==> config.mk <==
export PLATFORM = sky130hd
export DESIGN_NAME = i2c_master_byte_sequencer
export DESIGN_NICKNAME = d
export VERILOG_FILES = /design/src/rtl/i2c_pkg.sv /design/src/rtl/i2c_master_byte_sequencer.sv
export SDC_FILE = /design/constraint.sdc
export NUM_CORES = 1
export LEC_CHECK = 0
export CELL_PAD_IN_SITES_DETAIL_PLACEMENT = 1
export CELL_PAD_IN_SITES_GLOBAL_PLACEMENT = 1
export CORE_MARGIN = 4
export CORE_UTILIZATION = 42
export DETAILED_ROUTE_END_ITERATION = 10
export HOLD_SLACK_MARGIN = 0.08
export MAX_ROUTING_LAYER = met4
export PLACE_DENSITY_LB_ADDON = 0.1
export RECOVER_POWER = 25
export SLEW_MARGIN = 20
export SYNTH_ARGS = -nofsm -noshare
export SYNTH_HDL_FRONTEND = slang
export SYNTH_SLANG_ARGS = --single-unit
==> constraint.sdc <==
create_clock -name clock -period 2.95 [get_ports clock]
set_input_delay 0.59 -clock clock [delete_from_list [all_inputs] [get_ports clock]]
set_output_delay 0.59 -clock clock [all_outputs]
set_load 0.01 [all_outputs]
==> src/rtl/i2c_pkg.sv <==
`default_nettype none
// ============================================================================
// i2c_pkg : shared types and constants for the I2C master byte sequencer
// Revision: 1.0
// ============================================================================
package i2c_pkg;

   typedef enum logic [2:0] {
      IDLE = 3'd0,
      BIT  = 3'd1,
      GAP  = 3'd2,
      ACK  = 3'd3,
      RESP = 3'd4
   } state_t;

   localparam int BYTE_BITS = 8;

endpackage
`default_nettype wire

==> src/rtl/i2c_master_byte_sequencer.sv <==
`default_nettype none
// ============================================================================
// i2c_master_byte_sequencer : runs one 8-bit + ack slot via the bit engines
// Revision: 1.0
// ============================================================================
module i2c_master_byte_sequencer
   import i2c_pkg::*;
#(
   parameter bit ABORT_ON_ERROR = 1'b1
) (
   input  logic       clock,
   input  logic       reset,
   input  logic       cmd_valid,
   output logic       cmd_ready,
   input  logic       cmd_read,
   input  logic       cmd_ack,
   input  logic [7:0] wr_data,
   output logic       rsp_valid,
   output logic [7:0] rd_data,
   output logic       rsp_ack,
   output logic       rsp_error,
   output logic       rbit_go,
   input  logic       rbit_finish,
   input  logic       rbit_data,
   input  logic       rbit_error,
   output logic       wbit_go,
   output logic       wbit_data,
   input  logic       wbit_finish,
   input  logic       wbit_error
);

   state_t     state, state_nx;
   logic [7:0] shift, shift_nx;
   logic [3:0] count, count_nx;
   logic       err, err_nx;
   logic       is_read, is_read_nx;
   logic       ack_bit, ack_bit_nx;
   logic       cmd_ready_nx, rsp_valid_nx, rsp_ack_nx, rsp_error_nx;
   logic [7:0] rd_data_nx;
   logic       rbit_go_nx, wbit_go_nx, wbit_data_nx;

   // Data slots use the engine matching the direction; the ack slot uses the other one.
   logic use_rd, sel_finish, slot_err;
   always_comb begin
      use_rd     = (state == BIT) ? is_read : ~is_read;
      sel_finish = use_rd ? rbit_finish : wbit_finish;
      slot_err   = err | (use_rd ? rbit_error : wbit_error);
   end

   always_comb begin
      state_nx     = state;
      shift_nx     = shift;
      count_nx     = count;
      err_nx       = err;
      is_read_nx   = is_read;
      ack_bit_nx   = ack_bit;
      cmd_ready_nx = 1'b0;
      rsp_valid_nx = 1'b0;
      rd_data_nx   = rd_data;
      rsp_ack_nx   = rsp_ack;
      rsp_error_nx = rsp_error;
      rbit_go_nx   = rbit_go;
      wbit_go_nx   = wbit_go;
      wbit_data_nx = wbit_data;

      case (state)
         IDLE: begin
            cmd_ready_nx = 1'b1;
            if (cmd_valid) begin
               state_nx     = BIT;
               is_read_nx   = cmd_read;
               ack_bit_nx   = cmd_ack;
               // Reads start from zero so an aborted read reports only the bits received.
               shift_nx     = cmd_read ? 8'h00 : wr_data;
               count_nx     = 4'd0;
               err_nx       = 1'b0;
               rd_data_nx   = 8'h00;
               rsp_ack_nx   = 1'b0;
               rsp_error_nx = 1'b0;
               cmd_ready_nx = 1'b0;
               if (cmd_read) begin
                  rbit_go_nx = 1'b1;
               end else begin
                  wbit_go_nx   = 1'b1;
                  wbit_data_nx = wr_data[7];
               end
            end
         end
         BIT: begin
            if (sel_finish) begin
               rbit_go_nx = 1'b0;
               wbit_go_nx = 1'b0;
               shift_nx   = is_read ? {shift[6:0], rbit_data} : {shift[6:0], 1'b0};
               count_nx   = count + 4'd1;
               err_nx     = slot_err;
               if (slot_err && ABORT_ON_ERROR) begin
                  state_nx     = RESP;
                  rsp_valid_nx = 1'b1;
                  rd_data_nx   = is_read ? shift_nx : 8'h00;
                  rsp_ack_nx   = is_read ? ack_bit : 1'b0;
                  rsp_error_nx = 1'b1;
               end else begin
                  state_nx = GAP;
               end
            end
         end
         GAP: begin
            if (count == 4'(BYTE_BITS)) begin
               state_nx = ACK;
               if (is_read) begin
                  wbit_go_nx   = 1'b1;
                  wbit_data_nx = ack_bit;
               end else begin
                  rbit_go_nx = 1'b1;
               end
            end else begin
               state_nx = BIT;
               if (is_read) begin
                  rbit_go_nx = 1'b1;
               end else begin
                  wbit_go_nx   = 1'b1;
                  wbit_data_nx = shift[7];
               end
            end
         end
         ACK: begin
            if (sel_finish) begin
               rbit_go_nx   = 1'b0;
               wbit_go_nx   = 1'b0;
               err_nx       = slot_err;
               state_nx     = RESP;
               rsp_valid_nx = 1'b1;
               rd_data_nx   = is_read ? shift : 8'h00;
               rsp_ack_nx   = is_read ? ack_bit : rbit_data;
               rsp_error_nx = slot_err;
            end
         end
         RESP: begin
            state_nx     = IDLE;
            cmd_ready_nx = 1'b1;
         end
         default: begin
            state_nx     = IDLE;
            cmd_ready_nx = 1'b1;
            rbit_go_nx   = 1'b0;
            wbit_go_nx   = 1'b0;
         end
      endcase
   end

   always_ff @(posedge clock) begin
      if (reset) begin
         state     <= IDLE;
         shift     <= 8'h00;
         count     <= 4'd0;
         err       <= 1'b0;
         is_read   <= 1'b0;
         ack_bit   <= 1'b0;
         cmd_ready <= 1'b1;
         rsp_valid <= 1'b0;
         rd_data   <= 8'h00;
         rsp_ack   <= 1'b0;
         rsp_error <= 1'b0;
         rbit_go   <= 1'b0;
         wbit_go   <= 1'b0;
         wbit_data <= 1'b0;
      end else begin
         state     <= state_nx;
         shift     <= shift_nx;
         count     <= count_nx;
         err       <= err_nx;
         is_read   <= is_read_nx;
         ack_bit   <= ack_bit_nx;
         cmd_ready <= cmd_ready_nx;
         rsp_valid <= rsp_valid_nx;
         rd_data   <= rd_data_nx;
         rsp_ack   <= rsp_ack_nx;
         rsp_error <= rsp_error_nx;
         rbit_go   <= rbit_go_nx;
         wbit_go   <= wbit_go_nx;
         wbit_data <= wbit_data_nx;
      end
   end

endmodule
`default_nettype wire
==> results of run 1 <==
## synth_stat cells (all sizes together)
| cell type | n |
|---|---|
| nand4b | 1 |
| xor2 | 1 |
| a21o | 1 |
| a22o | 1 |
| a21bo | 1 |
| and2 | 1 |
| o21ai | 7 |
| nor3 | 4 |
| a21oi | 22 |
| a311o | 1 |
| buf | 11 |
| mux2 | 8 |
| mux2i | 21 |
| and3 | 1 |
| nand4 | 1 |
| a311oi | 8 |
| inv | 5 |
| nand3 | 6 |
| nor2b | 2 |
| a211o | 1 |
| or3 | 4 |
| ha | 2 |
| o211ai | 1 |
| o2bb2ai | 1 |
| xnor2 | 1 |
| a31oi | 1 |
| nand2 | 20 |
| o21bai | 1 |
| a32o | 1 |
| nand2b | 10 |
| nand3b | 1 |
| o311ai | 1 |
| clkbuf | 6 |
| dfxtp | 33 |
| nor2 | 7 |
| nor3b | 14 |
| nor4b | 2 |
## cell type report
type	count	area, um^2	share of cell area, %
multi-input combinational	155	1110	47.4
sequential	33	661	28.2
timing repair buffer	41	388	16.6
clock buffer	7	96.3	4.12
tap	50	62.6	2.67
inverter	5	18.8	0.802
clock inverter	1	5.00	0.214
## final timing paths
| check | endpoint | slack [ns] |
|---|---|---|
| min | wbit_go | 0.47 |
| max | rsp_valid | 1.0 |
| max reg2reg | rsp_valid | 1.0 |
| min reg2reg | wbit_go | 0.47 |
## cells in the final DEF (no fill, tap or decap), drive strengths merged, types with 2 or more instances in the layout
master	netlist	routed
dfxtp	33	33
nor4b	2	2
dlygate4sd3	0	10
nand2b	10	10
mux2i	21	21
mux2	8	8
buf	11	9
clkdlybuf4s50	0	22
inv	5	5
a21oi	22	22
nand2	20	20
nand3	6	6
clkbuf	6	7
or3	4	4
a311oi	8	8
nor3b	14	14
nor3	4	4
nor2	7	7
ha	2	2
nor2b	2	2
o21ai	7	7
## per-stage QoR
stage | cell area (um^2) | power, mW | utilization, %
after floorplan | 1860 | 0.693 | -
after global placement | 2230 | 0.773 | 53.9
after global routing | 2340 | 1.21 | 56.5
after CTS | 2330 | 1.16 | 56.3
final | 2340 | 1.15 | 56.5
after detailed placement | 2230 | 0.786 | 53.9
## sequential cells by signal (all words and copies together) (netlist names)
name	flops
shift	8
cmd_ready	1
count	4
state	3
rsp_error	1
wbit_data	1
ack_bit	1
err	1
is_read	1
wbit_go	1
rsp_valid	1
rd_data	8
rbit_go	1
rsp_ack	1
## where the power goes
| group | total (mW) | leakage, nW | switching, mW | internal, mW |
|---|---|---|---|---|
| clock network | 0.378 | 0.0542 | 0.167 | 0.211 |
| registers | 0.504 | 0.269 | 0.0279 | 0.476 |
| logic | 0.271 | 0.599 | 0.140 | 0.131 |
## routing by layer
metal  track usage [%]  vias to the layer above
li1                  -                      820
met1              23.6                      834
met2              35.2                       31
met3              5.21                        7
met4              5.53                        0
met5                 -                        -
## cell families after synthesis
kind of cell    share of synthesized area, %
simple gates                            23.3
mux                                     16.3
fa+ha+maj                               1.34
flops                                   35.4
buf+inv                                 5.70
xor+xnor                                1.34
compound gates                          16.6
==> impl_metrics.env, run 1 <==
export IMPL_number_of_cells_after_detailed_placement=284
export IMPL_setup_worst_path_end_class="flip-flop"
export IMPL_timing_slew_headroom_pct=45.7
export IMPL_worstHoldPathCells=1
export IMPL_drt_first_pass_iters=4
export IMPL_crit_path_max_fanout=18
export IMPL_post_synth_instance_area_mm2=0.00186
export IMPL_finalNonFillerCells=292
export IMPL_via_per_inst=5.79
export IMPL_track_usage_pct=20.5
export IMPL_critical_path_top_delay_family="simple AND/OR/NAND/NOR gates"
export IMPL_cts_clk_slew_worst_paths_ns=0.07
export IMPL_status="complete, no violations"
export IMPL_initial_antenna_violation_count=0
export IMPL_timing_reg2reg_worst_path_depth=4
export IMPL_tns_ns=0
export IMPL_netlist_cell_type_count=43
export IMPL_synth_area_leaders="dfxtp_1, mux2i_1, a21oi_1, nor3b_1, mux2_2"
export IMPL_floorplan_die_width_um=74.6
export IMPL_timing_final_crit_share_pct=66.3
export IMPL_irDropWorstVdd_v=0.000254
export IMPL_post_synth_inst_count=210
export IMPL_worst_path_stages=4
export IMPL_setup_viol_count_final=0
export IMPL_max_cap_violations=0
export IMPL_detail_placement_hpwl_um=3610
export IMPL_worst_setup_path_startpoint="state[2]"
export IMPL_grt_start_max_net_pins=31
export IMPL_clock_skew_ns=0.00450
export IMPL_critPathSlowestCell="nor3b_4"
export IMPL_met1Wirelength_um=2280
export IMPL_grt_overflow_total=0
export IMPL_post_route_cells_drive_above_1_share_pct=12.8
export IMPL_finalWorstPathRequiredPeriod_ns=1.95
export IMPL_total_die_area_mm2=0.00557
export IMPL_r2r_start="state[2]"
export IMPL_fill_cells=483
export IMPL_finalHoldViolations=0
export IMPL_synthesized_area_per_cell_um2=8.88
export IMPL_cts_hold_buffers_added=0
export IMPL_worst_setup_path_start_kind="flip-flop"
export IMPL_post_cts_resized_instances=0
export IMPL_max_slew_worst_pin_slew_ns=0.813
export IMPL_critPathBufInv=0
export IMPL_cts_repair_timing_setup_buffer_count=0
export IMPL_clock_sink_count=33
export IMPL_arrival_worst_endpoint_ns=2.12
export IMPL_core_area_mm2=0.00414
export IMPL_ctsRootBufferMaster="clkbuf_8"
export IMPL_wl_per_cell_um=17.5
export IMPL_cts_tree="built"
export IMPL_synth_warning_count=0
export IMPL_final_hold_worst_slack_ns=0.469
export IMPL_io_buffers=32
export IMPL_area_growth_syn_to_layout_pct=25.5
export IMPL_report_final_slew_viol_count=0
export IMPL_cts_path_max_buffers=2
export IMPL_timing_final_ws_setup_ns=0.996
export IMPL_remaining_drc_errors=0
export IMPL_cts_htree_levels=2
export IMPL_dieHeight_um=74.6
export IMPL_antenna_left=0
export IMPL_drt_first_iter_violations=67
export IMPL_cp_cell_sequence="nor3b_4 -> xor2_1 -> mux2i_1 -> a21oi_1"
export IMPL_via_count=1692
export IMPL_mappedNetlistNets=230
export IMPL_seq_area_frac_synth_pct=35.4
export IMPL_slowest_delay_ns=0.75
export IMPL_data_required_time_of_the_critical_path_ns=3.12
export IMPL_dr_wl_met3_um=182
export IMPL_power_static_leakage_nw=0.922
export IMPL_final_nets=261
export IMPL_gp_congestion=0.871
export IMPL_first_global_vias=1792
export IMPL_setup_worst_path_class="flip-flop to flip-flop"
export IMPL_skew_pair_late_insertion_delay_ns=0.29
export IMPL_start_util_pct=45.0
export IMPL_hold_class="flip-flop to flip-flop"
export IMPL_rows=23
export IMPL_min_from="wbit_go"
export IMPL_cts_buffers_inserted=5
export IMPL_synthDominantAreaCellType="dfxtp_1"
export IMPL_detailroute_wirelength_met2_um=2580
export IMPL_ys_ff_latch=33
export IMPL_clock_fmax_ghz=0.512
export IMPL_post_place_ws_ns=0.711
export IMPL_top_level_ports=33
export IMPL_insertedDiodeCount=0
export IMPL_p_per_area_mw_per_mm2=493
export IMPL_rsz0062_at_grt="false"
export IMPL_top_signal_layer_used="met4"
export IMPL_totalWireLength_um=5110
export IMPL_synth_top_area_share_pct=35.4
export IMPL_grt_first_pass_wirelength_um=8400
Note: power is estimated with default switching activity, not from simulation.
==> run 2: changes to the inputs <==
Settings changed: CORE_UTILIZATION 42 to 35.
Clock period 2.95 ns to 1.6 ns, I/O delays scaled along.
==> impl_metrics.env, run 2 (same netlist as run 1, synthesis figures left out) <==
export IMPL_status="finished, violations left"
export IMPL_violations="setup timing"
export IMPL_hold_class="flip-flop to flip-flop"
export IMPL_finalHoldViolations=0
export IMPL_critPathSlowestCell="dfxtp_2"
export IMPL_dieHeight_um=81.0
export IMPL_postLayoutCellArea_mm2=0.00257
export IMPL_rsz0062_at_grt="true"
export IMPL_top_level_ports=33
export IMPL_clock_fmax_ghz=0.607
export IMPL_top_regs="rd_data: 8 flops, shift: 8 flops, count: 4 flops"
export IMPL_ff2ff_setup_slack_ns=-0.05
export IMPL_floorplan_die_width_um=81.0
export IMPL_start_util_pct=36.3
export IMPL_fin_util_pct=50.1
export IMPL_drt_first_pass_iters=4
export IMPL_combinationalPowerShare_pct=27.9
export IMPL_seq_power_share_pct=44.1
export IMPL_r2r_start="state[1]"
export IMPL_cts_hold_buffers_added=0
export IMPL_cts_clk_slew_worst_paths_ns=0.07
export IMPL_tns_ns=-0.0875
export IMPL_grt_first_pass_wirelength_um=9190
export IMPL_p_sw_mw=0.622
export IMPL_crit_path_max_fanout=10
export IMPL_max_slew_worst_pin_slew_ns=0.387
export IMPL_totalWireLength_um=5460
export IMPL_core_area_mm2=0.00514
export IMPL_arrival_worst_endpoint_ns=1.84
export IMPL_cp_cell_sequence="xnor2_4 -> mux2_4 -> nor4b_4 -> buf_12 -> mux2i_1"
export IMPL_via_per_inst=5.25
export IMPL_track_usage_pct=18.6
export IMPL_ctsRootBufferMaster="clkbuf_8"
export IMPL_finalNonFillerCells=331
export IMPL_hold_end="count[0]"
export IMPL_clock_skew_ns=0.00464
export IMPL_timing_reg2reg_worst_path_depth=5
export IMPL_insertedDiodeCount=0
export IMPL_cts_path_max_buffers=2
export IMPL_wl_per_cell_um=16.5
export IMPL_setup_worst_path_class="flip-flop to flip-flop"
export IMPL_remaining_drc_errors=0
export IMPL_data_required_time_of_the_critical_path_ns=1.80
export IMPL_io_buffers=32
export IMPL_rows=26
export IMPL_via_count=1738
export IMPL_cts_tree="built"
export IMPL_timing_final_ws_setup_ns=-0.0461
export IMPL_first_global_vias=1942
export IMPL_report_final_slew_viol_count=0
export IMPL_cts_buffers_inserted=5
export IMPL_most_frequent_standard_cell_in_the_layout_excluding_fill_and_tap_cells="dfxtp_1"
export IMPL_seqCellArea_um2=666
export IMPL_final_nets=280
export IMPL_gp_congestion=0.866
export IMPL_finalWorstPathRequiredPeriod_ns=1.65
export IMPL_irDropWorstVdd_v=0.000465
export IMPL_skew_pair_late_insertion_delay_ns=0.28
export IMPL_p_int_mw=1.51
export IMPL_post_route_cells_drive_above_1_share_pct=20.3
export IMPL_timing_final_crit_share_pct=103
export IMPL_power_share_switching_pct=29.2
export IMPL_fill_cells=619
export IMPL_slowest_delay_ns=0.36
export IMPL_area_growth_syn_to_layout_pct=38.1
export IMPL_max_cap_violations=0
export IMPL_power_static_leakage_nw=0.999
export IMPL_setup_worst_path_end_class="flip-flop"
export IMPL_min_from="count[0]"
export IMPL_antenna_left=0
export IMPL_timing_slew_headroom_pct=73.4
export IMPL_detail_placement_hpwl_um=4070
export IMPL_worstReg2RegEnd="rsp_ack"
export IMPL_multi_input_comb_area_mm2=0.00114
export IMPL_final_hold_worst_slack_ns=0.460
export IMPL_p_per_area_mw_per_mm2=828
export IMPL_layout_common_cells="dfxtp_1, clkdlybuf4s50_1, a21oi_1, buf_4, nand2_1"
export IMPL_drt_first_iter_violations=93
export IMPL_setup_viol_count_final=4
export IMPL_grt_overflow_total=0
export IMPL_worst_setup_path_start_kind="flip-flop"
export IMPL_clock_sink_count=33
export IMPL_clock_share_of_power_pct=28.1
export IMPL_worstHoldPathCells=1
export IMPL_number_of_cells_after_detailed_placement=322
export IMPL_total_die_area_mm2=0.00656
export IMPL_initial_antenna_violation_count=0
export IMPL_grt_start_max_net_pins=25
export IMPL_placed_cell_area_mm2=0.00243
export IMPL_cts_htree_levels=2
## run 2: cell types whose count changed in the layout (fill, tap and decap cells not counted), moves of 3 or more
cell / before / now
buf_4: 9 / 21
dlygate4sd3_1: 10 / 4
clkdlybuf4s50_1: 22 / 27
clkbuf_1: 0 / 4
dfxtp_1: 33 / 29
dfxtp_2: 0 / 4
buf_12: 0 / 3
## run 2: worst max-delay path: cells and delay by family, from the launching register on
kind / cells / cell delay (ns)
XOR/XNOR: 1 / 0.19
buffers and inverters: 1 / 0.18
flip-flops: 1 / 0.36
multiplexers: 2 / 0.56
AND/OR/NAND/NOR: 1 / 0.28
## run 2: repair_timing
| item | in CTS | in global routing |
|---|---|---|
| endpoints found under the setup margin | 22 | 26 |
| gates cloned | 0 | 0 |
| setup buffers | 0 | 1 |
| pin swaps | 0 | 3 |
| gates resized for setup | 8 | 11 |
## run 2: final cells by class
type | instances | share of cell area, %
sequential | 33 | 25.9
timing repair buffer | 60 | 22.5
inverter | 5 | 0.729
clock buffer | 8 | 3.11
multi-input combinational | 155 | 44.4
tap | 70 | 3.40
## run 2: worst max path at each step
stage	endpoint	from	depth (start not counted)	slack, ns
finish	rsp_ack	state[1]	5	-0.05
global route	rsp_ack	state[1]	5	-0.11
CTS	rsp_ack	state[1]	5	-0.07
detailed placement	rsp_ack	rbit_finish	6	-0.36
global placement	rd_data[2]	rbit_finish	6	-0.24
floorplan	rsp_ack	state[1]	6	0.004
## run 2: through the flow
stage,total power [mW],worst slack (ns)
2_1_floorplan,1.28,0.00433
3_3_place_gp,1.50,-0.242
3_5_place_dp,1.53,-0.358
4_1_cts,2.14,-0.0710
5_1_grt,2.26,-0.115
6_report,2.13,-0.0461
## run 2: metal layers
metal | up-vias | routed length, um | global-route usage, % | part of all wire, %
li1 | 851 | - | - | -
met1 | 846 | 2450 | 20.7 | 45
met2 | 32 | 2820 | 33.7 | 52
met3 | 9 | 102 | 2.99 | 1.9
met4 | 0 | 88 | 6.08 | 1.6
met5 | - | 0 | - | 0
## run 2: power by group through the flow
stage | clock network, mW | registers [mW] | logic [mW]
after global routing | 0.663 | 0.947 | 0.651
after floorplan | 0 | 0.939 | 0.342
final | 0.598 | 0.939 | 0.593
after global placement | 0 | 0.951 | 0.552
after CTS | 0.616 | 0.939 | 0.585
after detailed placement | 0 | 0.955 | 0.577
